==> src/rtl/ps2_pkg.sv <==
// PS/2 keyboard receiver: shared constants.
// State encoding and default sizing for the frame receiver and FIFO.
package ps2_pkg;

  localparam logic [1:0] ST_IDLE   = 2'd0;
  localparam logic [1:0] ST_DATA   = 2'd1;
  localparam logic [1:0] ST_PARITY = 2'd2;
  localparam logic [1:0] ST_STOP   = 2'd3;

  localparam int TIMEOUT_DEF    = 50000;
  localparam int DEPTH_LOG2_DEF = 3;

endpackage

==> src/rtl/ps2_fifo.sv <==
// PS/2 receive FIFO: show-ahead byte queue.
// Full-with-pop accepts the push; pop on empty is ignored.
module ps2_fifo
  import ps2_pkg::*;
#(
  parameter int DEPTH_LOG2 = DEPTH_LOG2_DEF
) (
  input  logic                  clock,
  input  logic                  reset_n,
  input  logic                  push,
  input  logic                  pop,
  input  logic [7:0]            din,
  output logic [7:0]            dout,
  output logic [DEPTH_LOG2:0]   count,
  output logic                  full,
  output logic                  empty
);

  localparam int DEPTH = 1 << DEPTH_LOG2;
  localparam logic [DEPTH_LOG2:0] FULL_CNT =
    {1'b1, {DEPTH_LOG2{1'b0}}};

  logic [7:0]            mem [0:DEPTH-1];
  logic [DEPTH_LOG2-1:0] wr_ptr;
  logic [DEPTH_LOG2-1:0] rd_ptr;
  logic                  do_push;
  logic                  do_pop;

  assign empty   = (count == '0);
  assign full    = (count == FULL_CNT);
  assign do_pop  = pop & ~empty;
  assign do_push = push & (~full | do_pop);
  assign dout    = empty ? 8'h00 : mem[rd_ptr];

  always_ff @(posedge clock) begin
    if (do_push)
      mem[wr_ptr] <= din;
  end

  always_ff @(posedge clock) begin
    if (!reset_n) begin
      wr_ptr <= '0;
      rd_ptr <= '0;
      count  <= '0;
    end else begin
      if (do_push)
        wr_ptr <= wr_ptr + 1'b1;
      if (do_pop)
        rd_ptr <= rd_ptr + 1'b1;
      unique case ({do_push, do_pop})
        2'b10:   count <= count + 1'b1;
        2'b01:   count <= count - 1'b1;
        default: count <= count;
      endcase
    end
  end

endmodule

==> src/rtl/ps2_keyboard.sv <==
// PS/2 keyboard receiver: synchronizes the raw lines, frames
// 11-bit packets and queues good bytes for the CPU.
module ps2_keyboard
  import ps2_pkg::*;
#(
  parameter int TIMEOUT    = TIMEOUT_DEF,
  parameter int DEPTH_LOG2 = DEPTH_LOG2_DEF
) (
  input  logic                clock,
  input  logic                reset_n,
  input  logic                ps2_clk,
  input  logic                ps2_dat,
  input  logic                rd,
  input  logic                clr,
  output logic [7:0]          dout,
  output logic                valid,
  output logic [DEPTH_LOG2:0] count,
  output logic                parity_err,
  output logic                frame_err,
  output logic                overflow
);

  localparam int TW = $clog2(TIMEOUT + 1);

  logic [1:0]    clk_sync;
  logic [1:0]    dat_sync;
  logic          clk_prev;
  logic          sample;
  logic          dat;
  logic [1:0]    state;
  logic [2:0]    bit_cnt;
  logic [7:0]    shreg;
  logic          par_bit;
  logic          par_ok;
  logic          push_r;
  logic [TW-1:0] idle_cnt;
  logic          timeout;
  logic          pe_set;
  logic          fe_set;
  logic          ov_set;
  logic          full;
  logic          empty;

  // Lines idle high, so the synchronizers reset to 1.
  always_ff @(posedge clock) begin
    if (!reset_n) begin
      clk_sync <= 2'b11;
      dat_sync <= 2'b11;
      clk_prev <= 1'b1;
    end else begin
      clk_sync <= {clk_sync[0], ps2_clk};
      dat_sync <= {dat_sync[0], ps2_dat};
      clk_prev <= clk_sync[1];
    end
  end

  assign sample  = clk_prev & ~clk_sync[1];
  assign dat     = dat_sync[1];
  assign par_ok  = ^{shreg, par_bit};
  assign timeout = (state != ST_IDLE) & ~sample &
                   (idle_cnt == TW'(TIMEOUT));

  always_ff @(posedge clock) begin
    if (!reset_n)
      idle_cnt <= '0;
    else if (state == ST_IDLE || sample || timeout)
      idle_cnt <= '0;
    else
      idle_cnt <= idle_cnt + 1'b1;
  end

  always_ff @(posedge clock) begin
    if (!reset_n) begin
      state   <= ST_IDLE;
      bit_cnt <= '0;
      shreg   <= '0;
      par_bit <= 1'b0;
      push_r  <= 1'b0;
    end else begin
      push_r <= 1'b0;
      if (timeout) begin
        state <= ST_IDLE;
      end else if (sample) begin
        unique case (state)
          ST_IDLE: begin
            if (!dat) begin
              state   <= ST_DATA;
              bit_cnt <= '0;
            end
          end
          ST_DATA: begin
            shreg   <= {dat, shreg[7:1]};
            bit_cnt <= bit_cnt + 1'b1;
            if (bit_cnt == 3'd7)
              state <= ST_PARITY;
          end
          ST_PARITY: begin
            par_bit <= dat;
            state   <= ST_STOP;
          end
          ST_STOP: begin
            state  <= ST_IDLE;
            push_r <= dat & par_ok;
          end
        endcase
      end
    end
  end

  assign pe_set = sample & (state == ST_STOP) & ~par_ok;
  assign fe_set = sample & (state == ST_STOP) & ~dat;
  assign ov_set = push_r & full & ~rd;

  // A flag event coinciding with clr keeps the flag set.
  always_ff @(posedge clock) begin
    if (!reset_n) begin
      parity_err <= 1'b0;
      frame_err  <= 1'b0;
      overflow   <= 1'b0;
    end else begin
      parity_err <= pe_set | (parity_err & ~clr);
      frame_err  <= fe_set | (frame_err & ~clr);
      overflow   <= ov_set | (overflow & ~clr);
    end
  end

  ps2_fifo #(
    .DEPTH_LOG2(DEPTH_LOG2)
  ) u_fifo (
    .clock   (clock),
    .reset_n (reset_n),
    .push    (push_r),
    .pop     (rd),
    .din     (shreg),
    .dout    (dout),
    .count   (count),
    .full    (full),
    .empty   (empty)
  );

  assign valid = ~empty;

endmodule

==> config.mk <==
export PLATFORM = sky130hd
export DESIGN_NAME = ps2_keyboard
export DESIGN_NICKNAME = d
export VERILOG_FILES = /design/src/rtl/ps2_pkg.sv /design/src/rtl/ps2_fifo.sv /design/src/rtl/ps2_keyboard.sv
export SDC_FILE = /design/constraint.sdc
export NUM_CORES = 1
export LEC_CHECK = 0
export CAP_MARGIN = 20
export CELL_PAD_IN_SITES_DETAIL_PLACEMENT = 1
export CELL_PAD_IN_SITES_GLOBAL_PLACEMENT = 1
export CORE_UTILIZATION = 53
export DETAILED_ROUTE_END_ITERATION = 10
export PLACE_DENSITY_LB_ADDON = 0.12
export SLEW_MARGIN = 10
export SYNTH_ARGS = -nofsm -noshare
export SYNTH_HDL_FRONTEND = slang
export SYNTH_SLANG_ARGS = --single-unit
==> constraint.sdc <==
create_clock -name clock -period 4.7 [get_ports clock]
set_input_delay 0.47 -clock clock [delete_from_list [all_inputs] [get_ports clock]]
set_output_delay 0.47 -clock clock [all_outputs]
set_load 0.01 [all_outputs]
==> impl_metrics.csv, run 1 <==
group,metric,value,unit
outcome,status,"finished clean",
logic_synthesis,synth-seq-cells,116,
grt,grt.overflow.total,0,
logic_synthesis,synth_fp_nets,390,
setup_path,r2r_cells,10,
clock_network,numClockSinks,116,
cells_and_area,drive_gt1_share,14.04,%
drt,routed_wl,10870,um
hold_path,hold_depth,1,
run,max-cap-violations,0,
timing,max_freq,0.3300,GHz
logic_synthesis,syn_area,4835,um2
timing,tns,0,ps
pwr,ir_worst_vdd,269.1,uV
hold_path,min_path_type,"flop to flop",
drt,first_pass_iters,4,
cells_and_area,seq_area,2963,um2
drt,via_count,3013,
floorplanning,io_pins,22,
logic_synthesis,synth_cells,373,
cells_and_area,final_core_utilization,66.13,%
pwr,p_per_area,467.9,nW/um2
drt,avgRoutedWirePerCell,20.86,um
cells_and_area,multiInputGateArea,1738,um2
drt,first_iter_violations,153,
setup_path,arrival,2560,ps
clock_network,post_cts_resized,0,
setup_path,crit_type,"flop to output pin",
timing,slew_violations,0,
floorplanning,die_area,9508,um2
clock_network,cts_buffer_depth,2,
clock_network,h-tree-depth,4,
timing,rsz0062_at_grt,"no",
floorplanning,rows,34,
placed_design,dp_cells,487,
logic_synthesis,synth-seq-area-share,61.28,%
logic_synthesis,synthArstFlopShare,0,%
grt,antenna_found_initial,0,
floorplanning,coreArea,8763,um2
logic_synthesis,synth-warning-count,0,
cells_and_area,final_common_cell,"edfxtp_1",
grt,grt_pass1_wl,17590,um
floorplanning,initial_core_util,55.17,%
setup_path,critPathMaxFanout,12,
setup_path,endpoint_kind,"output pin",
timing,skew,9.634,ps
clock_network,hold_buffers,0,
clock_network,numCtsBuffers,17,
clock_network,root_buffer,"clkbuf_8",
timing,period_share,64.47,%
logic_synthesis,synth_area_leader_cell,"edfxtp_1",
timing,period_needed,3030,ps
drt,via_per_inst,5.783,
pwr,p_total,2711,uW
placed_design,io_buffers,21,
floorplanning,chipWidth,97.51,um
logic_synthesis,synth_area_leaders,"edfxtp_1 40%, dfxtp_1 22%, mux4_2 7.5%",
logic_synthesis,avgSynthCellArea,12.96,um2
clock_network,cts_tree,"yes",
cells_and_area,finish.net_count,418,
timing,timing_hold_violations_final,0,
logic_synthesis,synth-edff-count,64,
logic_synthesis,synth_cell_types,45,
grt,first_global_vias,3162,
cells_and_area,num_antenna_cells,0,
setup_path,rrSetupSlack,1840,ps
clock_network,clock_latency,520,ps
cells_and_area,final_cell_mix,"64 x edfxtp_1, 52 x dfxtp_1, 37 x nor2_1",
placed_design,dp_hpwl,6436,um
drt,antenna_left,0,
setup_path,worstSetupStartpointType,"flop",
floorplanning,die_h,97.51,um
grt,grt_util_all_layers,24.98,%
grt,grt_max_degree,35,
setup_path,cp_data_required_time,4230,ps
clock_network,clk_transition_reported_paths,60,ps
timing,tightestPinTransition,907.0,ps
timing,setup_viol,0,
logic_synthesis,synth_top_area_share,39.75,%
cells_and_area,area_growth,19.88,%
drt,drc,0,
pwr,leakage,0.001968,uW
cells_and_area,nFillCells,833,
clock_network,post-cts-setup-buffer-count,0,
cells_and_area,fin_cells,521,
logic_synthesis,ys.flop_type,"edfxtp_1",
timing,fin_hold_ws,405.9,ps
timing,max_slew_margin,39.31,%
placed_design,gp_congestion,0.7299,
==> sequential cells by signal (all words and copies together) (netlist names), 3 cells and up, named ones only <==
| register | count |
|---|---|
| idle_cnt | 16 |
| u_fifo.mem | 64 |
| bit_cnt | 3 |
| shreg | 8 |
| u_fifo.rd_ptr | 3 |
| u_fifo.count | 4 |
| u_fifo.wr_ptr | 3 |
==> final cells by class <==
type	count	area share, %
clock buffer	17	7.146
timing repair buffer	26	4.318
inverter	12	0.7772
tap	108	2.332
sequential	116	51.12
multi-input combinational	228	29.99
clock inverter	14	4.318
==> power breakdown <==
part | leakage (uW) | switching, uW | total, uW | internal (uW)
Combinational | 0.000632 | 74.0 | 162 | 88.2
Sequential | 0.00101 | 15.6 | 1080 | 1070
Clock | 0.000324 | 491 | 1470 | 975
==> worst max-delay path, stage by stage (launching register included) <==
cell and delay (ps):
dfxtp_1 520, buf_8 240, mux4_2 550, mux2i_1 170, nor2_1 60, clkdlybuf4s50_1 500
==> synth_stat cells, drive strengths merged, types with 8 or more instances <==
cell / n
nand3: 20
inv: 12
edfxtp: 64
buf: 11
dfxtp: 52
mux2i: 10
ha: 11
mux4: 16
nor2: 37
nand2: 27
nand2b: 9
xor2: 11
a21boi: 13
nor2b: 8
xnor2: 15
==> layer usage <==
| layer | GRT usage, % | routed length [um] |
|---|---|---|
| met2 | 41.42 | 5518 |
| met5 | 0 | 0 |
| met4 | 9.163 | 157 |
| met3 | 5.971 | 269 |
| met1 | 32.00 | 4922 |
==> cells by family after synthesis <==
kind of cell / after synthesis / synth area share [%]
simple gates: 131 / 13.69
flops: 116 / 61.28
buf+inv: 29 / 2.769
mux: 27 / 9.757
compound gates: 33 / 4.943
fa+ha+maj: 11 / 2.847
xor+xnor: 26 / 4.710
==> final timing paths <==
check                                  endpoint            start
worst min-delay path                dat_sync[1]      dat_sync[0]
worst min register to register      dat_sync[1]      dat_sync[0]
worst max register to register  u_fifo.count[2]  u_fifo.count[3]
worst max-delay path                    dout[1]             flop
==> per-stage QoR <==
step	worst slack, ps	cell area, um2
floorplan	2211	4835
global placement	1813	5106
detailed placement	1565	5106
CTS	1197	5771
global route	1534	5796
finish	1670	5796
Power figures use the tool's default switching activity.
==> inputs of run 2 (changes only) <==
Settings changed: CORE_UTILIZATION 53 to 49.
Clock period 4.7 ns to 2.9 ns, I/O delays scaled along.
==> impl_metrics.csv, run 2 (synthesized netlist as in run 1, its figures left out) <==
group,metric,value,unit
timing,setup_viol,0,
clock_network,clock_latency,510,ps
cells_and_area,drive_gt1_share,16.04,%
clock_network,post_cts_resized,0,
pwr,ir_worst_vdd,380.6,uV
floorplanning,coreArea,9415,um2
floorplanning,die_h,101.3,um
clock_network,cts_tree,"yes",
clock_network,numCtsBuffers,17,
clock_network,cts_buffer_depth,2,
pwr,combPwrFrac,6.5,%
drt,first_iter_violations,100,
grt,grt_use_met3,5.866,%
cells_and_area,final_cell_mix,"64 x edfxtp_1, 52 x dfxtp_1, 37 x nor2_1",
grt,grt_use_met1,26.23,%
timing,tns,0,ps
cells_and_area,top_register,"u_fifo.mem",
cells_and_area,fin_cells,553,
clock_network,root_buffer,"clkbuf_8",
pwr,pwr-share-clk,51.9,%
pwr,pwr-share-seq,41.7,%
cells_and_area,largest_register_ff_count,64,
grt,gr-usage-met2,36.47,%
clock_network,h-tree-depth,4,
placed_design,dp_hpwl,6431,um
setup_path,crit_type,"flop to output pin",
hold_path,hp-start,"ps2_dat",
cells_and_area,top_regs,"u_fifo.mem x64, idle_cnt x16, shreg x8",
cells_and_area,area_growth,20.96,%
drt,antenna_left,0,
pwr,p_per_area,717.5,nW/um2
timing,max_freq,0.3659,GHz
drt,routed_wl,10040,um
pwr,p_switching,911.4,uW
cells_and_area,multiInputGateArea,1738,um2
timing,timing_hold_violations_final,0,
run,max-cap-violations,0,
placed_design,gp_congestion,0.8256,
clock_network,numClockSinks,116,
timing,max_slew_margin,47.06,%
placed_design,dp_cells,521,
setup_path,arrival,2440,ps
clock_network,post-cts-setup-buffer-count,0,
floorplanning,chipWidth,101.3,um
pwr,p_total,4196,uW
clock_network,clk_transition_reported_paths,60,ps
setup_path,endpoint_kind,"output pin",
drt,via_per_inst,5.432,
setup_path,worstSetupStartpointType,"flop",
floorplanning,rows,35,
grt,grt_util_all_layers,21.70,%
timing,period_share,94.25,%
cells_and_area,fin_area,5848,um2
grt,antenna_found_initial,0,
cells_and_area,seq_area,2963,um2
setup_path,crit-reg2reg-launch,"u_fifo.count[0]",
timing,period_needed,2733,ps
floorplanning,io_pins,22,
placed_design,dpl_cell_area,5230,um2
setup_path,cp_data_required_time,2610,ps
floorplanning,initial_core_util,51.35,%
grt,grt_max_degree,26,
cells_and_area,num_antenna_cells,0,
cells_and_area,final_common_cell,"edfxtp_1",
pwr,leakage,0.002000,uW
timing,slew_violations,0,
placed_design,io_buffers,21,
hold_path,min_path_type,"input pin to flop",
pwr,intPower,3285,uW
drt,first_pass_iters,4,
grt,grt_pass1_wl,16070,um
timing,tightestPinTransition,791.6,ps
timing,skew,7.434,ps
drt,drc,0,
cells_and_area,nFillCells,925,
grt,grt.overflow.total,0,
setup_path,critPathMaxFanout,16,
outcome,status,"finished clean",
floorplanning,die_area,10270,um2
drt,avgRoutedWirePerCell,18.15,um
drt,via_count,3004,
clock_network,hold_buffers,0,
cells_and_area,finish.net_count,428,
timing,rsz0062_at_grt,"no",
pwr,power.share.switching,21.72,%
grt,grt-busiest-layer,"met2",
grt,first_global_vias,3116,
## run 2: layout make-up
type / instances / area share (%)
sequential: 116 / 50.66
multi-input combinational: 228 / 29.72
clock buffer: 18 / 7.146
timing repair buffer: 36 / 5.520
clock inverter: 14 / 3.423
tap: 129 / 2.760
inverter: 12 / 0.7702
## run 2: worst paths after layout
kind,to,slack (ps),depth (start not counted)
worst min register to register,dat_sync[1],410,1
worst min-delay path,dat_sync[0],360,2
worst max register to register,u_fifo.count[2],500,10
worst max-delay path,dout[0],170,5
## run 2: metal layers
metal / wire [um] / vias up
li1: - / 1418
met1: 4576 / 1526
met2: 5036 / 42
met3: 232 / 18
met4: 192 / 0
met5: 0 / -
## run 2: through the flow
| stage | utilization [%] | hold slack (ps) | setup slack [ps] |
|---|---|---|---|
| 2_1_floorplan | - | 363.0 | 410.7 |
| 3_3_place_gp | 55.55 | 393.3 | 429.4 |
| 3_5_place_dp | 55.55 | 401.2 | 368.4 |
| 4_1_cts | 62.11 | 348.5 | 89.84 |
| 5_1_grt | 62.11 | 352.3 | 30.39 |
| 6_report | 62.11 | 357.4 | 166.7 |
## run 2: power by group through the flow
| stage | clock (uW) | combinational [uW] | sequential [uW] |
|---|---|---|---|
| floorplan | 0 | 182 | 1770 |
| global placement | 0 | 267 | 1780 |
| detailed placement | 0 | 276 | 1780 |
| CTS | 2210 | 277 | 1750 |
| global route | 2280 | 296 | 1750 |
| finish | 2180 | 272 | 1750 |
## run 2: worst max-delay path, stage by stage (launching register included)
cell and delay (ps):
dfxtp_1 320, buf_4 320, mux4_2 550, mux2i_1 190
nor2_1 70, clkdlybuf4s50_1 480
==> inputs of run 3 (changes only) <==
Settings changed: CORE_UTILIZATION 49 to 54, MAX_ROUTING_LAYER from default to met4, SYNTH_HIERARCHICAL from default to 1.
Clock period 2.9 ns to 3.2 ns, I/O delays scaled along.
==> impl_metrics.csv, run 3 <==
group,metric,value,unit
logic_synthesis,syn_area,4957,um2
cells_and_area,top_register,"u_fifo/mem",
clock_network,clock_latency,510,ps
cells_and_area,seq_area,2963,um2
setup_path,worstSetupStartpointType,"flop",
pwr,leakage,0.002090,uW
grt,grt_use_met3,5.225,%
cells_and_area,nFillCells,832,
cells_and_area,top_regs,"u_fifo/mem x64, idle_cnt x16, shreg x8",
drt,drc,7,
logic_synthesis,yosys-top-cells-count,"64 x edfxtp_1, 52 x dfxtp_1, 40 x nor2_1, 20 x mux2i_1",
floorplanning,initial_core_util,56.29,%
clock_network,hold_buffers,0,
floorplanning,die_h,97.81,um
logic_synthesis,synth-seq-cells,116,
setup_path,cp_data_required_time,2880,ps
drt,via_per_inst,5.836,
drt,avgRoutedWirePerCell,20.48,um
timing,max_freq,0.3506,GHz
grt,grt-busiest-layer,"met2",
setup_path,arrival,2530,ps
placed_design,dp_hpwl,6746,um
timing,max_slew_margin,45.34,%
grt,grt_pass1_wl,17820,um
setup_path,slowest_delay,850,ps
setup_path,cp_slowest_cell,"dfxtp_1",
pwr,p_per_area,721.4,nW/um2
run,max-cap-violations,0,
drt,first_iter_violations,144,
logic_synthesis,synthAdderAreaFrac,3.433,%
grt,grt_use_met1,31.70,%
timing,period_needed,2852,ps
timing,tns,0,ps
logic_synthesis,synth-edff-count,64,
outcome,status,"finished, violations left",
cells_and_area,area_growth,18.65,%
pwr,p_total,4243,uW
logic_synthesis,synth-seq-area-share,59.77,%
logic_synthesis,synthMuxAreaShare,11.31,%
drt,first_pass_iters,7,
hold_path,hp-start,"ps2_clk",
placed_design,io_buffers,21,
logic_synthesis,synth_fp_nets,393,
cells_and_area,num_antenna_cells,0,
setup_path,endpoint_kind,"output pin",
clock_network,numCtsBuffers,17,
timing,slew_violations,0,
grt,gr-usage-met2,43.37,%
setup_path,critPathMaxFanout,16,
clock_network,h-tree-depth,4,
cells_and_area,drive_gt1_share,15.68,%
placed_design,gp_congestion,0.8307,
grt,antenna_found_initial,0,
clock_network,post-cts-setup-buffer-count,0,
floorplanning,chipWidth,97.81,um
drt,via_count,3087,
floorplanning,rows,34,
hold_path,hold_depth,2,
timing,period_share,89.13,%
placed_design,dp_cells,497,
grt,first_global_vias,3223,
clock_network,cts_tree,"yes",
drt,antenna_left,0,
cells_and_area,final_cell_mix,"64 x edfxtp_1, 52 x dfxtp_1, 40 x nor2_1",
logic_synthesis,synthXorXnorAreaFrac,4.518,%
setup_path,crit_type,"flop to output pin",
drt,routed_wl,10840,um
logic_synthesis,synth_top_family_by_area,"simple AND/OR/NAND/NOR gates",
logic_synthesis,synth_area_leader_cell,"edfxtp_1",
setup_path,crit-reg2reg-launch,"u_fifo/count[0]",
grt,grt.overflow.total,0,
clock_network,post_cts_resized,0,
cells_and_area,largest_register_ff_count,64,
clock_network,cts_buffer_depth,2,
timing,tightestPinTransition,818.8,ps
timing,timing_hold_violations_final,0,
outcome,violations,"design-rule violations",
grt,grt_util_all_layers,25.91,%
setup_path,path_cells,"mux4_2, mux2i_1, nor2_1, clkdlybuf4s50_1",
logic_synthesis,synth-warning-count,6,
logic_synthesis,synth_compound_area_share,4.291,%
cells_and_area,fin_cells,529,
cells_and_area,multiInputGateArea,1874,um2
clock_network,root_buffer,"clkbuf_8",
floorplanning,coreArea,8806,um2
floorplanning,io_pins,22,
timing,setup_viol,0,
logic_synthesis,synth_top_area_share,38.77,%
clock_network,clk_transition_reported_paths,60,ps
cells_and_area,final_common_cell,"edfxtp_1",
logic_synthesis,synth_cells,374,
logic_synthesis,yosys.area_share.simple,14.26,%
logic_synthesis,synth.most_common_cell,"edfxtp_1",
timing,skew,8.520,ps
cells_and_area,finish.net_count,427,
timing,rsz0062_at_grt,"no",
clock_network,numClockSinks,116,
grt,grt_max_degree,30,
logic_synthesis,avgSynthCellArea,13.25,um2
logic_synthesis,synth_cell_types,53,
floorplanning,die_area,9567,um2
logic_synthesis,synthArstFlopShare,0,%
hold_path,min_path_type,"input pin to flop",
pwr,ir_worst_vdd,326.4,uV
logic_synthesis,synth_area_leaders,"edfxtp_1 39%, dfxtp_1 21%, mux4_2 7.3%",
timing,fin_hold_ws,372.6,ps
setup_path,r2r_cells,9,
logic_synthesis,ys.flop_type,"edfxtp_1",
## run 3: cell types whose count changed after synthesis, sizes merged, moves of 6 or more
cell / change
a21boi: -12
nand2: -11
nor2b: +6
nand3: -9
mux2i: +10
## run 3: final cells by class
| type | count | area share, % |
|---|---|---|
| well taps | 108 | 2.297 |
| multi-input cells | 231 | 31.87 |
| flip-flops and latches | 116 | 50.37 |
| clock inverters | 7 | 1.064 |
| clock buffers | 25 | 8.977 |
| repair buffers | 29 | 4.595 |
| inverters | 13 | 0.8296 |
## run 3: cells by family after synthesis
family          count (synthesis)
mux                            36
simple gates                  130
flops                         116
compound gates                 28
fa+ha+maj                      13
xor+xnor                       24
buf+inv                        27
## run 3: worst paths after layout
| kind | slack, ps | end |
|---|---|---|
| hold / removal | 370 | clk_sync[0] |
| setup / recovery | 350 | dout[4] |
| setup reg to reg | 630 | u_fifo/count[3] |
| hold reg to reg | 420 | dat_sync[1] |
## run 3: power by group
group	total, uW	switching [uW]	internal, uW
clock network	1850	639	1210
registers	1670	77.1	1590
logic	731	353	379
## run 3: metrics by stage
step           worst slack, ps  area, um2  utilization, %
6_report                 347.8       5882           66.79
3_5_place_dp             486.1       5291           60.09
5_1_grt                  219.9       5882           66.79
4_1_cts                  304.0       5882           66.79
2_1_floorplan            892.8       4957               -
3_3_place_gp             623.2       5291           60.09
## run 3: per-layer routing
layer / share of wire (%) / up-vias
li1: - / 1435
met1: 44 / 1593
met2: 53 / 46
met3: 2.1 / 13
met4: 1.2 / 0
met5: 0 / -
## run 3: critical path: cells and delay by family, from the launching register on
kind,cells,cell delay [ps]
buf+inv,1,500
simple gates,1,60
flops,1,850
mux,2,620
